`config.mk`:
```
export PLATFORM = sky130hd
export DESIGN_NAME = iob_ila_dump
export DESIGN_NICKNAME = d
export VERILOG_FILES = /design/src/rtl/iob_ila_dump.sv
export SDC_FILE = /design/constraint.sdc
export NUM_CORES = 1
export LEC_CHECK = 0
export ABC_AREA = 1
export CORE_ASPECT_RATIO = 1.25
export CORE_MARGIN = 2
export CORE_UTILIZATION = 41
export DETAILED_ROUTE_END_ITERATION = 6
export GPL_ROUTABILITY_DRIVEN = 0
export GPL_TIMING_DRIVEN = 0
export PLACE_DENSITY_LB_ADDON = 0.12
export SLEW_MARGIN = 0
export SYNTH_ARGS = -nofsm -noshare
export SYNTH_HDL_FRONTEND = slang
export SYNTH_SLANG_ARGS = --single-unit
```
`constraint.sdc`:
```
create_clock -name clk_i -period 2 [get_ports clk_i]
set_clock_uncertainty 0.05 [all_clocks]
set_input_delay 0.3 -clock clk_i [delete_from_list [all_inputs] [get_ports clk_i]]
set_output_delay 0.3 -clock clk_i [all_outputs]
set_load 0.01 [all_outputs]
```
`src/rtl/iob_ila_dump.sv`:
```
// iob_ila_dump: readout engine that drains ILA samples over IOb-Native and
// pushes every sample word onto a valid/ready stream.
//
// Ports
//   clk_i, cke_i, rst_i : clock, clock enable (low = hold all state),
//                         synchronous active-high reset
//   start_i             : one-cycle pulse, starts a dump when idle
//   busy_o, done_o      : dump in progress / one-cycle end-of-dump pulse
//   count_o             : samples fully streamed in the current/last dump
//   iob_*               : IOb-Native master towards the ILA CSR port
//   m_data_o, m_valid_o, m_last_o, m_ready_i : output word stream
//
// Handshakes: a bus request (avalid/addr/wdata/wstrb) is held unchanged until
// the cycle iob_ready_i=1; avalid drops on the following cycle. A read then
// completes on the first iob_rvalid_i at or after that ready cycle. A stream
// word (m_data_o/m_last_o) is held with m_valid_o=1 until the cycle
// m_ready_i=1.
module iob_ila_dump #(
  parameter int                ADDR_W     = 5,
  parameter int                DATA_W     = 32,
  parameter int                SIGNAL_W   = 64,
  parameter int                BUFFER_W   = 10,
  parameter logic [ADDR_W-1:0] ADDR_INDEX = 5'h10,
  parameter logic [ADDR_W-1:0] ADDR_SEL   = 5'h12,
  parameter logic [ADDR_W-1:0] ADDR_DATA  = 5'h14,
  parameter logic [ADDR_W-1:0] ADDR_NSAMP = 5'h18
) (
  input  logic                  clk_i,
  input  logic                  cke_i,
  input  logic                  rst_i,
  input  logic                  start_i,
  output logic                  busy_o,
  output logic                  done_o,
  output logic [BUFFER_W-1:0]   count_o,
  output logic                  iob_avalid_o,
  output logic [ADDR_W-1:0]     iob_addr_o,
  output logic [DATA_W-1:0]     iob_wdata_o,
  output logic [DATA_W/8-1:0]   iob_wstrb_o,
  input  logic                  iob_ready_i,
  input  logic                  iob_rvalid_i,
  input  logic [DATA_W-1:0]     iob_rdata_i,
  output logic [DATA_W-1:0]     m_data_o,
  output logic                  m_valid_o,
  output logic                  m_last_o,
  input  logic                  m_ready_i
);

  localparam int N_WORDS = (SIGNAL_W + DATA_W - 1) / DATA_W;
  localparam int W_W     = (N_WORDS > 1) ? $clog2(N_WORDS) : 1;
  localparam int STRB_W  = DATA_W / 8;
  localparam int IDX_SH  = 8 * int'(ADDR_INDEX[1:0]);
  localparam int SEL_SH  = 8 * int'(ADDR_SEL[1:0]);
  localparam logic [W_W-1:0]    W_LAST   = W_W'(N_WORDS - 1);
  localparam logic [STRB_W-1:0] IDX_STRB = STRB_W'(2'b11) << ADDR_INDEX[1:0];
  localparam logic [STRB_W-1:0] SEL_STRB = STRB_W'(1'b1) << ADDR_SEL[1:0];

  typedef enum logic [2:0] {
    S_IDLE, S_RD_NS, S_WR_IDX, S_WR_SEL, S_RD_DAT, S_PUSH, S_DONE
  } state_t;

  state_t              state_q, state_d;
  logic                issued_q, issued_d;   // request of the current state launched
  logic                rwait_q, rwait_d;     // read accepted, waiting for rvalid
  logic [BUFFER_W-1:0] n_q, n_d;
  logic [BUFFER_W-1:0] idx_q, idx_d;
  logic [W_W-1:0]      w_q, w_d;
  logic [BUFFER_W-1:0] count_q, count_d;
  logic                busy_q, busy_d;
  logic                done_q, done_d;
  logic                avalid_q, avalid_d;
  logic [ADDR_W-1:0]   addr_q, addr_d;
  logic [DATA_W-1:0]   wdata_q, wdata_d;
  logic [STRB_W-1:0]   wstrb_q, wstrb_d;
  logic [DATA_W-1:0]   m_data_q, m_data_d;
  logic                m_valid_q, m_valid_d;
  logic                m_last_q, m_last_d;

  logic                is_bus;
  logic                bus_done;
  logic [ADDR_W-1:0]   req_addr;
  logic [DATA_W-1:0]   req_wdata;
  logic [STRB_W-1:0]   req_wstrb;
  logic [BUFFER_W-1:0] n_last;

  assign n_last = n_q - BUFFER_W'(1);

  always_comb begin
    state_d   = state_q;
    issued_d  = issued_q;
    rwait_d   = rwait_q;
    n_d       = n_q;
    idx_d     = idx_q;
    w_d       = w_q;
    count_d   = count_q;
    busy_d    = busy_q;
    done_d    = 1'b0;
    avalid_d  = avalid_q;
    addr_d    = addr_q;
    wdata_d   = wdata_q;
    wstrb_d   = wstrb_q;
    m_data_d  = m_data_q;
    m_valid_d = m_valid_q;
    m_last_d  = m_last_q;
    is_bus    = 1'b1;
    bus_done  = 1'b0;
    req_addr  = '0;
    req_wdata = '0;
    req_wstrb = '0;

    // Request owned by each bus state; a zero strobe marks a read.
    case (state_q)
      S_RD_NS:  req_addr = ADDR_NSAMP;
      S_WR_IDX: begin
        req_addr  = ADDR_INDEX;
        req_wdata = DATA_W'(idx_q) << IDX_SH;
        req_wstrb = IDX_STRB;
      end
      S_WR_SEL: begin
        req_addr  = ADDR_SEL;
        req_wdata = DATA_W'(w_q) << SEL_SH;
        req_wstrb = SEL_STRB;
      end
      S_RD_DAT: req_addr = ADDR_DATA;
      default:  is_bus = 1'b0;
    endcase

    // Single-outstanding transaction sequencer shared by all bus states.
    // The first cycle in a state launches the request, so avalid is always
    // low for at least one cycle between two transactions.
    if (is_bus) begin
      if (!issued_q) begin
        issued_d = 1'b1;
        avalid_d = 1'b1;
        addr_d   = req_addr;
        wdata_d  = req_wdata;
        wstrb_d  = req_wstrb;
      end else if (avalid_q) begin
        if (iob_ready_i) begin
          avalid_d = 1'b0;
          if ((wstrb_q != '0) || iob_rvalid_i) bus_done = 1'b1;
          else rwait_d = 1'b1;
        end
      end else if (rwait_q && iob_rvalid_i) begin
        bus_done = 1'b1;
      end
      if (bus_done) begin
        issued_d = 1'b0;
        rwait_d  = 1'b0;
      end
    end

    case (state_q)
      S_IDLE: begin
        if (start_i) begin
          state_d = S_RD_NS;
          busy_d  = 1'b1;
          count_d = '0;
        end
      end
      S_RD_NS: begin
        if (bus_done) begin
          n_d = iob_rdata_i[BUFFER_W-1:0];
          if (iob_rdata_i[BUFFER_W-1:0] == '0) begin
            state_d = S_DONE;
            busy_d  = 1'b0;
            done_d  = 1'b1;
          end else begin
            idx_d   = '0;
            state_d = S_WR_IDX;
          end
        end
      end
      S_WR_IDX: begin
        if (bus_done) begin
          w_d     = '0;
          state_d = S_WR_SEL;
        end
      end
      S_WR_SEL: begin
        if (bus_done) state_d = S_RD_DAT;
      end
      S_RD_DAT: begin
        if (bus_done) begin
          m_data_d  = iob_rdata_i;
          m_valid_d = 1'b1;
          m_last_d  = (w_q == W_LAST) && (idx_q == n_last);
          state_d   = S_PUSH;
        end
      end
      S_PUSH: begin
        if (m_ready_i) begin
          m_valid_d = 1'b0;
          m_last_d  = 1'b0;
          if (w_q != W_LAST) begin
            w_d     = w_q + W_W'(1);
            state_d = S_WR_SEL;
          end else begin
            count_d = count_q + BUFFER_W'(1);
            if (idx_q == n_last) begin
              state_d = S_DONE;
              busy_d  = 1'b0;
              done_d  = 1'b1;
            end else begin
              idx_d   = idx_q + BUFFER_W'(1);
              state_d = S_WR_IDX;
            end
          end
        end
      end
      S_DONE:  state_d = S_IDLE;
      default: state_d = S_IDLE;
    endcase
  end

  always_ff @(posedge clk_i) begin
    if (rst_i) begin
      state_q   <= S_IDLE;
      issued_q  <= 1'b0;
      rwait_q   <= 1'b0;
      n_q       <= '0;
      idx_q     <= '0;
      w_q       <= '0;
      count_q   <= '0;
      busy_q    <= 1'b0;
      done_q    <= 1'b0;
      avalid_q  <= 1'b0;
      addr_q    <= '0;
      wdata_q   <= '0;
      wstrb_q   <= '0;
      m_data_q  <= '0;
      m_valid_q <= 1'b0;
      m_last_q  <= 1'b0;
    end else if (cke_i) begin
      state_q   <= state_d;
      issued_q  <= issued_d;
      rwait_q   <= rwait_d;
      n_q       <= n_d;
      idx_q     <= idx_d;
      w_q       <= w_d;
      count_q   <= count_d;
      busy_q    <= busy_d;
      done_q    <= done_d;
      avalid_q  <= avalid_d;
      addr_q    <= addr_d;
      wdata_q   <= wdata_d;
      wstrb_q   <= wstrb_d;
      m_data_q  <= m_data_d;
      m_valid_q <= m_valid_d;
      m_last_q  <= m_last_d;
    end
  end

  assign busy_o       = busy_q;
  assign done_o       = done_q;
  assign count_o      = count_q;
  assign iob_avalid_o = avalid_q;
  assign iob_addr_o   = addr_q;
  assign iob_wdata_o  = wdata_q;
  assign iob_wstrb_o  = wstrb_q;
  assign m_data_o     = m_data_q;
  assign m_valid_o    = m_valid_q;
  assign m_last_o     = m_last_q;

endmodule

```
Word level (Yosys, flattened, before mapping)
Index checks and enable logic that the tools add are counted.
{"block": "word_totals", "register_bits": 114, "inputBits": 39, "out_inout_bits": 88, "wordCells": 127}
{"block": "op_classes", "n_addsub": 4, "n_eq_ne": 18, "muxes": 62, "bitwise_logic": 1, "reduce_logical": 26}
{"cell": "$mux W10", "n": 8}
{"cell": "$pmux W10 S2", "n": 2}
{"cell": "$mux W1", "n": 34}
{"cell": "$pmux W17 S2", "n": 1}
{"cell": "$mux W3", "n": 9}
{"cell": "$ne A2 B2 Y1 const B", "n": 11}
{"cell": "$add A10 B1 Y10 const B", "n": 2}
{"cell": "$pmux W5 S4", "n": 1}
{"cell": "$pmux W3 S6", "n": 1}
{"cell": "$reduce_and A7 Y1", "n": 2}
{"cell": "$reduce_bool A2 Y1", "n": 7}
{"cell": "$eq A10 B10 Y1", "n": 1}
{"cell": "$logic_not A10 Y1", "n": 1}
{"cell": "$sub A10 B1 Y10 const B", "n": 1}
{"cell": "$reduce_and A3 Y1", "n": 3}
{"cell": "$pmux W1 S2", "n": 4}
{"cell": "$reduce_and A4 Y1", "n": 2}
{"cell": "$reduce_and A8 Y1", "n": 1}
{"cell": "$eq A3 B2 Y1 const B", "n": 2}
{"cell": "$eq A3 B3 Y1 const B", "n": 2}
{"cell": "$pmux W3 S2", "n": 1}
{"cell": "$reduce_and A6 Y1", "n": 1}
{"cell": "$reduce_and A5 Y1", "n": 1}
{"cell": "$reduce_bool A4 Y1", "n": 1}
{"cell": "11 further kinds", "n": 12}

Longest topological paths before layout
{"block": "logic_depth", "ltp_word": 10, "depth_mapped": 18, "mapped_depth_nobuf": 18}

Worst setup path after synthesis
OpenSTA, ideal clock, no wires.
{"block": "synth_path", "kind": "reg-to-reg", "start": "reg n_q[0]", "end": "reg idx_q[3]", "arrival_ns": 1.697, "t_required_ns": 1.837, "slack_ns": 0.140, "path_stages_with_launch": 19, "n_path_buf": 1, "synth_period_minus_slack_ns": 1.860, "cell_sequence": "dfxtp_1 > inv_1 > ha_1 > inv_1 > nand2_1 > nand2_1 > nor2_1 > nand2_1 > nor2_1 > nand2_1 > nor2_1 > nand3_2 > nand2_2 > nand2_2 > nand2_2 > buf_6 > nor2_1 > nor2_1 > nor2_1"}
{"block": "synth_via", "elab_chain_cells": 4}
{"item": "from (decl)", "line_no": "64", "source": "logic [BUFFER_W-1:0] n_q, n_d;"}
{"item": "from (signal assigned)", "line_no": "237", "source": "n_q <= n_d;"}
{"item": "$sub A10 B1 Y10", "line_no": "85", "source": "assign n_last = n_q - BUFFER_W'(1);"}
{"item": "$eq A10 B10 Y1", "line_no": "199", "source": "if (idx_q == n_last) begin"}
{"item": "$ne A2 B2 Y1 (no source line)"}
{"item": "$reduce_and A7 Y1 (no source line)"}
{"item": "to (signal assigned)", "line_no": "238", "source": "idx_q <= idx_d;"}
{"item": "to (decl)", "line_no": "65", "source": "logic [BUFFER_W-1:0] idx_q, idx_d;"}
Every way passes these cells.
A chain may end at the register's enable or synchronous reset.

Worst setup path after layout
Same ends and word-level chain as after synthesis.

==> flow_summary.yaml <==
final_layout:
  multi_input_area_um2: 2206
  syn2layout_area_growth_pct: 44.16
  antenna_cells: 0
  nets: 815
  stdcell_count: 910
  regArea_um2: 1809
  fillCellCount: 1021
  fin_area_um2: 6266
  drive_above_1_share_pct: 18.25
clocking:
  cts-root-buf: "clkbuf_16"
  cts.sinks: 90
  cts_made_buffers: 9
  h-tree-depth: 3
  worstSkewPairLatency_ps: 340
  cts_tree: "built"
  cts_buffer_depth: 2
  clkTransAtPathRegs_ps: 60
synth:
  yosys_warnings: 0
  ys_async_sr_fraction_pct: 0
  synth_cells: 618
  synth_edf_count: 0
  ys_seq_area_share_pct: 41.45
  synth.avg_cell_area_um2: 7.033
  synth_cell_types: 36
  synth_area_um2: 4347
  ys_ff_latch: 90
  synthFlopType: "dfxtp_1"
drt:
  drtPass1Iterations: 5
  ant_nets: 0
  vias: 4311
  vias_per_cell: 4.737
  drt_iter0_markers: 159
  drt-total-wl_um: 11320
  drcViolationCount: 0
  wl_per_cell_um: 12.44
floorplan:
  coreArea_um2: 10460
  fp.dieW_um: 96.10
  io_pins: 127
  dieArea_um2: 11450
  rows: 42
  initial_core_util_pct: 41.56
  die_h_um: 119.1
outcome:
  status: "finished, violations left"
  failed_checks: "negative setup slack"
grt:
  gr-total-overflow: 0
  grt_max_degree: 15
  grt.total_usage_pct: 20.21
  antenna_found_initial: 0
  grt_pass1_wl_um: 18370
  grt_pass1_vias: 4038
critical_path:
  worst-setup-path-type: "flop to flop"
  crit_top_cell: "nand2_1"
  critical-path-max-stage-delay_ps: 350
  path_max_fanout: 5
  path_cells: "inv_4 > ha_4 > inv_2 > nand2_1 > nand2_1 > nor2_1 > nand2_1 > nor2_1 > nand2_1 > nor2_2 > nand3_2 > nand2_2 > nand2_2 > nand2_4 > buf_6 > nor2_4 > nor2_2 > nor2_1"
  crit_path_end_kind: "flop"
  slowest_stage: "dfxtp_2"
  worstPathRequired_ps: 2180
  cp-start-kind: "flop"
  arrival_ps: 2200
pwr:
  pwr-share-comb_pct: 27.6
  p_sw_w: 0.001658
  p_per_area_nw_per_um2: 839.2
  pwr-share-clk_pct: 33.6
  vdd_drop_max_mv: 0.5084
  power_report.internal_total_w: 0.003601
  sw_frac_of_total_pct: 31.52
  seqPwrFrac_pct: 38.8
  p_leak_nw: 2.689
timing:
  tns_ps: -43.57
  timing.final.ws_setup_ps: -21.74
  clock.fmax_mhz: 494.6
  max-slew-margin-rel_pct: 57.13
  drv_slew: 0
  tightest_slew_ps: 637.8
  holdWs_ps: 324.5
  rsz0062_at_grt: "true"
  period_needed_ps: 2022
  period_share_pct: 101.1
  hold_viol_final: 0
  final-setup-viol-count: 3
worst_hold_path:
  min_path_type: "primary input to flop"
place:
  place.detailed.hpwl_um: 8486
  placed_cell_area_um2: 5625
  io_buffers: 103
  pre_cts_slack_ps: -329.5
  dp_cells: 875
job:
  drv_cap: 0
-- per-layer routing --
layer | global-route usage [%] | wire [um] | up-vias
met5 | 0 | 0 | -
li1 | - | - | 2235
met1 | 23.31 | 4613 | 1920
met4 | 7.589 | 243 | 0
met2 | 34.51 | 5550 | 138
met3 | 6.009 | 911 | 18
-- state kept, by name, summed over array words and instances (netlist names) --
signal	cells
busy_o	1
iob_addr_o	4
idx_q	10
done_o	1
m_data_o	32
rwait_q	1
n_q	10
count_o	10
state_q	3
iob_wstrb_o	2
issued_q	1
m_valid_o	1
w_q	1
iob_wdata_o	11
iob_avalid_o	1
m_last_o	1
-- worst max-delay path, delay by kind of cell, from the launching register on --
kind / cells / cell delay, ps
AND/OR/NAND/NOR: 14 / 1040
flip-flops: 1 / 350
adder cells (fa/ha/maj): 1 / 260
buffers and inverters: 3 / 210
-- cell usage after synthesis (7+ instances only) --
cell type	count	share of area (%)
o21ai_0	54	6.2
nor2_1	102	8.8
inv_1	56	4.8
xor2_1	7	1.4
a21oi_1	54	6.2
dfxtp_1	90	41
nand3_1	32	3.7
nor3_1	7	0.81
nor2_4	7	1.8
buf_4	24	4.1
nand2_2	7	1.0
clkbuf_1	12	1.0
nand2_1	115	9.9
inv_2	12	1.0
-- timing repair --
action                                  4_1_cts  5_1_grt
resized for setup                            13       67
pin swaps                                     7       26
hold buffers                                  0        0
cloned                                        1        1
hold endpoints to repair                      0        0
buffers inserted                              5       12
endpoints found under the setup margin       13       68
-- cell type report --
cell class,count,area share [%]
multi-input combinational,438,35.20
sequential,90,28.87
timing repair buffer,122,18.89
buffer,44,5.112
inverter,68,4.313
clock buffer,11,3.714
tap,132,2.636
clock inverter,5,1.258
-- power by group through the flow --
stage	Sequential, W	Combinational, W	Clock, W
6_report	0.00204	0.00145	0.00177
2_1_floorplan	0.00206	0.000862	0
3_3_place_gp	0.00205	0.00127	0
5_1_grt	0.00205	0.00160	0.00188
4_1_cts	0.00202	0.00132	0.00180
3_5_place_dp	0.00206	0.00129	0
-- metrics by stage --
step | utilization, % | power [W]
CTS | 57.49 | 0.005140
global placement | 53.79 | 0.003322
finish | 59.92 | 0.005258
global route | 59.92 | 0.005537
detailed placement | 53.79 | 0.003349
floorplan | - | 0.002923
-- cells in the final DEF, fill, tap and decap left out, drive strengths merged, types with 2 or more instances in the layout --
master,n
a31oi,2
nand2,123
xor2,7
clkdlybuf4s50,102
conb,23
inv,67
nor4,2
buf,53
nor3,9
xnor2,2
o21ai,56
bufinv,2
dfxtp,90
a21oi,57
nand4,2
clkbuf,21
clkinv,4
ha,3
nand3,34
nor2,113
-- path summary, 6_finish.rpt --
check                 start             end  slack [ps]  cells after the start
min reg2reg  iob_wdata_o[7]  iob_wdata_o[7]         410                      2
max                  n_q[0]        idx_q[3]         -20                     18
max reg2reg          n_q[0]        idx_q[3]         -20                     18
min             iob_ready_i    iob_avalid_o         320                      4
-- kinds of logic (layout without fill, tap and decap cells) --
logic type	count (synthesis)	in the layout	share of synthesized area, %
compound gates	119	119	14.42
simple gates	284	284	28.81
other cells	1	23	0.08627
xor+xnor	9	9	1.814
buf+inv	112	250	12.55
fa+ha+maj	3	3	0.8636
flops	90	90	41.45
Power figures use the tool's default switching activity.
